`config.mk`:
```
export PLATFORM = sky130hd
export DESIGN_NAME = input_debounce
export DESIGN_NICKNAME = d
export VERILOG_FILES = /design/src/rtl/input_debounce_pkg.sv /design/src/rtl/sync_2ff.sv /design/src/rtl/input_debounce.sv
export SDC_FILE = /design/constraint.sdc
export NUM_CORES = 1
export LEC_CHECK = 0
export ABC_AREA = 0
export BUFFER_PORTS_ARGS = -buffer_cell sky130_fd_sc_hd__buf_4
export CAP_MARGIN = 40
export CORE_UTILIZATION = 35
export DETAILED_ROUTE_END_ITERATION = 12
export PLACE_DENSITY = 0.53
export SLEW_MARGIN = 15
export SYNTH_ARGS = -nofsm -noshare
export SYNTH_HDL_FRONTEND = slang
export SYNTH_SLANG_ARGS = --single-unit
```
`constraint.sdc`:
```
create_clock -name clk -period 3.39 [get_ports clk]
set_input_delay 0.339 -clock clk [delete_from_list [all_inputs] [get_ports clk]]
set_output_delay 0.339 -clock clk [all_outputs]
set_load 0.05 [all_outputs]
```
`src/rtl/input_debounce_pkg.sv`:
```
// Purpose : shared types and helpers for the input_debounce conditioner.
// Latency : n/a (types and elaboration-time function only).
// Backpressure: n/a.
//   state_t       debounce FSM state encoding
//   ms_to_cycles  converts a millisecond duration into clock cycles
package input_debounce_pkg;

  typedef enum logic [1:0] {
    S_LOW,
    S_LOW_CHK,
    S_HIGH,
    S_HIGH_CHK
  } state_t;

  function automatic int unsigned ms_to_cycles(input int unsigned f_clk_hz,
                                               input int unsigned ms);
    return (f_clk_hz / 1000) * ms;
  endfunction

endpackage

```
`src/rtl/sync_2ff.sv`:
```
// Purpose : two-flop synchronizer for a single asynchronous bit.
// Latency : 2 cycles from the first sampling edge to o_q.
// Backpressure: none; free-running.
//   clk    system clock
//   rst_n  asynchronous active-low reset, flops load RST_VAL
//   i_d    asynchronous input
//   o_q    synchronized output
module sync_2ff #(
  parameter logic RST_VAL = 1'b0
) (
  input  logic clk,
  input  logic rst_n,
  input  logic i_d,
  output logic o_q
);

  logic r_meta;
  logic r_sync;

  always_ff @(posedge clk or negedge rst_n) begin
    if (!rst_n) begin
      r_meta <= RST_VAL;
      r_sync <= RST_VAL;
    end else begin
      r_meta <= i_d;
      r_sync <= r_meta;
    end
  end

  assign o_q = r_sync;

endmodule

```
`src/rtl/input_debounce.sv`:
```
// Purpose : debounces one raw pin into a clean level plus rise/fall/long-press pulses.
// Latency : level/rise at edge N+2+DB_T after the first edge sampling a change.
// Backpressure: none; pulses are one cycle wide and are not held.
//   clk, rst_n  single clock, asynchronous active-low reset
//   raw_in      raw pin, asynchronous to clk
//   level       debounced level (active-high)
//   rise/fall   one-cycle pulses on committed 0->1 / 1->0 changes
//   long_press  one-cycle pulse once per press after LONG_T cycles high
module input_debounce
  import input_debounce_pkg::*;
#(
  parameter int unsigned F_CLK_HZ      = 25_000_000,
  parameter int unsigned DEBOUNCE_MS   = 20,
  parameter int unsigned LONG_MS       = 1000,
  parameter bit          IN_ACTIVE_LOW = 1'b0
) (
  input  logic clk,
  input  logic rst_n,
  input  logic raw_in,
  output logic level,
  output logic rise,
  output logic fall,
  output logic long_press
);

  localparam int unsigned DB_T   = ms_to_cycles(F_CLK_HZ, DEBOUNCE_MS);
  localparam int unsigned LONG_T = ms_to_cycles(F_CLK_HZ, LONG_MS);
  localparam int unsigned DB_W   = $clog2(DB_T) + 1;
  localparam int unsigned HOLD_W = $clog2(LONG_T) + 1;
  localparam bit          LONG_EN = (LONG_T != 0);

  localparam logic [DB_W-1:0]   DB_LAST   = DB_W'(DB_T - 1);
  localparam logic [DB_W-1:0]   DB_ONE    = DB_W'(1);
  localparam logic [HOLD_W-1:0] HOLD_MAX  = HOLD_W'(LONG_T);
  localparam logic [HOLD_W-1:0] HOLD_LAST = HOLD_W'((LONG_T == 0) ? 0 : LONG_T - 1);
  localparam logic [HOLD_W-1:0] HOLD_ONE  = HOLD_W'(1);

  if (DB_T < 2) begin : g_db_t_check
    $error("input_debounce: debounce window must be at least 2 cycles");
  end

  logic w_sync;
  logic w_s;
  logic w_in_high;
  logic w_rise_commit;
  logic w_fall_commit;

  state_t              r_state;
  logic [DB_W-1:0]     r_db_cnt;
  logic [HOLD_W-1:0]   r_hold_cnt;
  logic                r_level;
  logic                r_rise;
  logic                r_fall;
  logic                r_long;

  sync_2ff #(
    .RST_VAL (IN_ACTIVE_LOW)
  ) u_sync (
    .clk   (clk),
    .rst_n (rst_n),
    .i_d   (raw_in),
    .o_q   (w_sync)
  );

  // Normalise polarity so everything downstream sees active-high.
  assign w_s = w_sync ^ IN_ACTIVE_LOW;

  assign w_in_high     = (r_state == S_HIGH) || (r_state == S_HIGH_CHK);
  assign w_rise_commit = (r_state == S_LOW_CHK)  &&  w_s && (r_db_cnt == DB_LAST);
  assign w_fall_commit = (r_state == S_HIGH_CHK) && !w_s && (r_db_cnt == DB_LAST);

  always_ff @(posedge clk or negedge rst_n) begin
    if (!rst_n) begin
      r_state    <= S_LOW;
      r_db_cnt   <= '0;
      r_hold_cnt <= '0;
      r_level    <= 1'b0;
      r_rise     <= 1'b0;
      r_fall     <= 1'b0;
      r_long     <= 1'b0;
    end else begin
      r_rise <= 1'b0;
      r_fall <= 1'b0;
      r_long <= 1'b0;

      case (r_state)
        S_LOW: begin
          if (w_s) begin
            r_state  <= S_LOW_CHK;
            r_db_cnt <= '0;
          end
        end
        S_LOW_CHK: begin
          if (!w_s) begin
            r_state <= S_LOW;
          end else if (w_rise_commit) begin
            r_state <= S_HIGH;
            r_level <= 1'b1;
            r_rise  <= 1'b1;
          end else begin
            r_db_cnt <= r_db_cnt + DB_ONE;
          end
        end
        S_HIGH: begin
          if (!w_s) begin
            r_state  <= S_HIGH_CHK;
            r_db_cnt <= '0;
          end
        end
        S_HIGH_CHK: begin
          if (w_s) begin
            r_state <= S_HIGH;
          end else if (w_fall_commit) begin
            r_state <= S_LOW;
            r_level <= 1'b0;
            r_fall  <= 1'b1;
          end else begin
            r_db_cnt <= r_db_cnt + DB_ONE;
          end
        end
        default: r_state <= S_LOW;
      endcase

      // Hold timer runs across release glitches and saturates, so the
      // long-press pulse can only fire once per press.
      if (w_rise_commit || w_fall_commit) begin
        r_hold_cnt <= '0;
      end else if (w_in_high && (r_hold_cnt != HOLD_MAX)) begin
        r_hold_cnt <= r_hold_cnt + HOLD_ONE;
      end

      if (LONG_EN && w_in_high && !w_fall_commit && (r_hold_cnt == HOLD_LAST)) begin
        r_long <= 1'b1;
      end
    end
  end

  assign level      = r_level;
  assign rise       = r_rise;
  assign fall       = r_fall;
  assign long_press = r_long;

endmodule
```
# After elaboration in Yosys (flattened, before gate mapping)
# Cells that the tools add are included.
# word_totals
regBits,54
in_bits,3
output_inout_bits,4
word_cells,72
# classes
n_addsub,2
eq_ne,16
n_mux,28
reduce_logical,17
# op_table
operator,count
$mux W20,6
$pmux W20 S4,1
$mux W26,2
$add A26 B1 Y26 const B,1
$eq A26 B25 Y1 const B,1
$ne A26 B25 Y1 const B,1
$add A20 B1 Y20 const B,1
$eq A20 B19 Y1 const B,1
$mux W2,6
$ne A2 B2 Y1 const B,6
$mux W1,11
$pmux W2 S4,1
$logic_and A1 B1 Y1,7
$reduce_and A6 Y1,1
$reduce_and A5 Y1,1
$eq A2 B2 Y1 const B,2
$ne A2 B1 Y1 const B,2
$reduce_and A4 Y1,1
$reduce_bool A2 Y1,2
$ne A3 B2 Y1 const B,1
$ne A3 B3 Y1 const B,1
$eq A2 B1 Y1 const B,1
$logic_not A1 Y1,2
$logic_not A2 Y1,1
2 further kinds,3

# Depth between registers and ports, before layout
# logic_depth
depth_word,7
depth_mapped,6
mapped_depth_nobuf,5

# Modules after synthesis
# A second synthesis with hierarchy kept.
# hier_totals
cells_unflattened,301
hier_area_um2,2859.0
# modules_own_cells
module,instances,cells_per_inst,area_each_um2,seq_area_each_um2
input_debounce,1,299,2808.9,1301.2
sync_2ff,1,2,50.0,50.0

# Worst setup path after synthesis
# OpenSTA, ideal clock, no wires.
# synth_path
path_kind,register to register
from,reg r_db_cnt[0]
to,reg r_hold_cnt[10]
arrival_time_ns,1.837
required_ns,3.258
slack_ns,1.421
path_stages_with_launch,7
cell_sequence,dfrtp_1 -> ha_1 -> and2_1 -> nand2_1 -> nor4_1 -> clkbuf_1 -> nor2_1
# synth_between
elab_chain_cells,4
word_cells_on_any_way,6
# synth_lines
item,line,rtl
"start, declared",input_debounce.sv:49,logic [DB_W-1:0] r_db_cnt;
"start signal, assigned",input_debounce.sv:101,r_db_cnt <= r_db_cnt + DB_ONE;
"start signal, assigned",input_debounce.sv:118,r_db_cnt <= r_db_cnt + DB_ONE;
$eq A20 B19 Y1 (*),"input_debounce.sv:69, input_debounce.sv:70",
$logic_and A1 B1 Y1 (on tied branches),"input_debounce.sv:69, input_debounce.sv:70",
$logic_or A1 B1 Y1 (*),input_debounce.sv:126,if (w_rise_commit || w_fall_commit) begin
$mux W26 / $reduce_bool A2 Y1 (equally long branches),n/a,
"end signal, assigned",input_debounce.sv:129,r_hold_cnt <= r_hold_cnt + HOLD_ONE;
"end, declared",input_debounce.sv:50,logic [HOLD_W-1:0] r_hold_cnt;
# Every way passes the cells marked *; elsewhere a longest branch is shown, timed or not.
# A chain may end at the register's enable or synchronous reset.

==> impl_metrics.yaml <==
final_layout:
  syn_to_final_growth_pct: 8.92
  fin_cells: 419
  num_antenna_cells: 0
  drive_gt1_share_pct: 6.31
  final_cell_area_um2: 3130
  final_nets: 322
synthesis:
  syn_nets: 316
  ys_seq_area_share_pct: 47.0
  ys_types: 39
  synth_top_area_share_pct: 47.0
  ys_ff_latch: 54
  synthCells: 310
  yosysWarnings: 0
  async_flop_share_pct: 100
  synth_area_leader_cell: "dfrtp_1"
  netlist_area_um2: 2870
  ys_top_cells_by_area: "dfrtp_1, a21oi_1, nand2_1, o21ai_0, nand3_1"
  avgSynthCellArea_um2: 9.27
  synth_edf_count: 0
  ys.flop_type: "dfrtp_1"
timing:
  finalHoldViolCount: 0
  tightest_slew_ns: 0.761
  setup_viol: 0
  period_needed_ns: 2.22
  slew_headroom_pct: 48.9
  worst_hold_slack_ns: 0.0550
  period_share_pct: 65.5
  finClkSkew_ns: 0.0194
  fin_setup_tns_ns: 0
  rsz0062_at_grt: "no"
  drv_slew: 0
  fmax_mhz: 450
critical_path:
  start_kind: "flip-flop"
  cp_slowest_cell: "or4_1"
  critical-path-max-stage-delay_ns: 0.70
  crit_top_cell: "or4_1"
  worst_ep_required_time_ns: 3.63
  crit_path_end_kind: "flip-flop"
  cp_max_fo: 11
  cp_top_family: "simple AND/OR/NAND/NOR gates"
  cp.arrival_ns: 2.46
  rr_worst_depth: 4
  crit_type: "reg2reg"
  path_cells: "xnor2_1, or4_1, or4_1, a21oi_1"
  r2r_slack_ns: 1.17
  crit_buf_inv: 0
  worst_r2r_endpoint: "r_db_cnt[16]"
floorplan:
  ios: 7
  core-area_um2: 7850
  row_count: 32
  die_w_um: 92.6
  die_h_um: 92.6
  die-area_um2: 8580
  start_util_pct: 36.6
route:
  drc: 0
  drt_iter0_markers: 186
  viasPerCell: 5.71
  wl_mm: 6.35
  ant_nets: 0
  vias: 2392
  wl_per_cell_um: 15.2
  drtPass1Iterations: 4
clock_tree:
  clk_latency_ns: 0.32
  cts_tree: "built"
  clock_sinks: 54
  root_buffer: "clkbuf_8"
  path_clk_slew_ns: 0.12
  clockBufferDepth: 2
  numCtsBuffers: 5
  cts-resized-gates: 0
  cts-htree-levels: 2
  hold_buffers: 0
  cts_setup_buffers: 0
grt:
  overflow: 0
  grt_pass1_vias: 2244
  grt_usage_pct: 16.5
  grt_pass1_wl_mm: 11.3
  antenna_found_initial: 0
  grt_start_max_net_pins: 55
outcome:
  status: "finished, final reports clean"
flow_run:
  drv_cap: 0
power_and_ir_drop:
  ir_worst_vdd_uv: 152
  powerDensity_nw_per_um2: 351
  leakage_uw: 0.00123
place:
  io_buffers: 6
  routabilityCongestion: 0.816
  placed_cell_area_um2: 3030
  dpl.hpwl_mm: 4.40
  place_inst: 411
min_path:
  hold_class: "in2async"
[cell families (layout without fill, tap and decap cells)]
| logic type | count (synthesis) | count (layout) | share of synthesized area, % |
|---|---|---|---|
| adder cells (fa/ha/maj) | 3 | 3 | 1.31 |
| buffers and inverters | 19 | 26 | 2.53 |
| XOR/XNOR | 14 | 14 | 4.27 |
| multiplexers | 8 | 8 | 2.83 |
| flip-flops | 54 | 54 | 47.0 |
| AND/OR/NAND/NOR | 145 | 145 | 28.3 |
| AO/OA/AOI/OAI | 67 | 67 | 13.8 |
[worst max-delay path by stage]
stage | from | endpoint | slack (ns) | depth (start not counted)
5_1_grt | flip-flop | r_db_cnt[16] | 0.99 | 4
3_5_place_dp | flip-flop | r_db_cnt[16] | 1.23 | 4
6_report | flip-flop | r_db_cnt[16] | 1.17 | 4
3_3_place_gp | flip-flop | r_db_cnt[16] | 1.27 | 4
4_1_cts | flip-flop | r_db_cnt[16] | 1.17 | 4
2_1_floorplan | r_db_cnt[0] | r_hold_cnt[10] | 1.42 | 6
[state kept, by name (all words and copies together), names as in the netlist, named ones only]
name / cells
long_press: 1
level: 1
r_state: 1
u_sync.o_q: 1
u_sync.r_meta: 1
fall: 1
r_db_cnt: 20
rise: 1
r_hold_cnt: 26
[synth_stat cells, types with 3 or more instances]
master    instances
ha_1              3
nor4_1            7
nor4b_1           4
nand2_1          29
nand4_1          11
mux2i_1           7
and4_1            9
nor3b_1           3
xor2_1            8
inv_1            10
or4_1            12
and2_1            3
dfrtp_1          54
a21oi_1          24
and3_1            4
xnor2_1           6
nor3_1            6
clkbuf_1          7
o21ai_0          21
nand3_1          19
o31ai_1          11
nor2_1           18
or3_1            11
nand2b_1          6
[power by group]
part	total, uW	switching [uW]	internal, uW	leakage [uW]
Combinational	42.6	29.8	12.8	0.000432
Sequential	662	9.33	653	0.000745
Clock	396	242	154	0.0000502
Total	1100	281	819	0.00123
[cell type report]
cell class	count	area, um^2
multi-input combinational	237	1460
fill	813	4720
sequential	54	1350
clock buffer	5	68.8
tap	102	128
timing repair buffer	8	60.1
inverter	10	37.5
clock inverter	3	28.8
[layer usage]
layer	routed length, um	global-route usage [%]	vias to the layer above
li1	-	-	1176
met2	2840	25.5	43
met1	3210	24.1	1165
met3	223	2.71	8
met5	0	0	-
met4	76	4.23	0
[placed cells by master (no fill, tap or decap), types with 6 or more instances in the layout]
master | netlist | final
dfrtp_1 | 54 | 54
nand2_1 | 29 | 29
a21oi_1 | 24 | 24
o21ai_0 | 21 | 21
nand3_1 | 19 | 19
nor2_1 | 18 | 18
or4_1 | 12 | 12
nand4_1 | 11 | 11
or3_1 | 11 | 11
o31ai_1 | 11 | 11
inv_1 | 10 | 10
and4_1 | 9 | 9
xor2_1 | 8 | 8
buf_4 | 0 | 8
mux2i_1 | 7 | 7
nor4_1 | 7 | 6
nor3_1 | 6 | 6
xnor2_1 | 6 | 6
nand2b_1 | 6 | 6
[stage by stage]
stage / worst slack, ns / total power (uW) / utilization (%)
6_report: 1.17 / 1100 / 39.9
5_1_grt: 0.986 / 1150 / 39.9
4_1_cts: 1.17 / 1110 / 39.9
3_5_place_dp: 1.23 / 719 / 38.6
3_3_place_gp: 1.27 / 716 / 38.6
2_1_floorplan: 1.42 / 694 / -
Power figures use the tool's default switching activity.
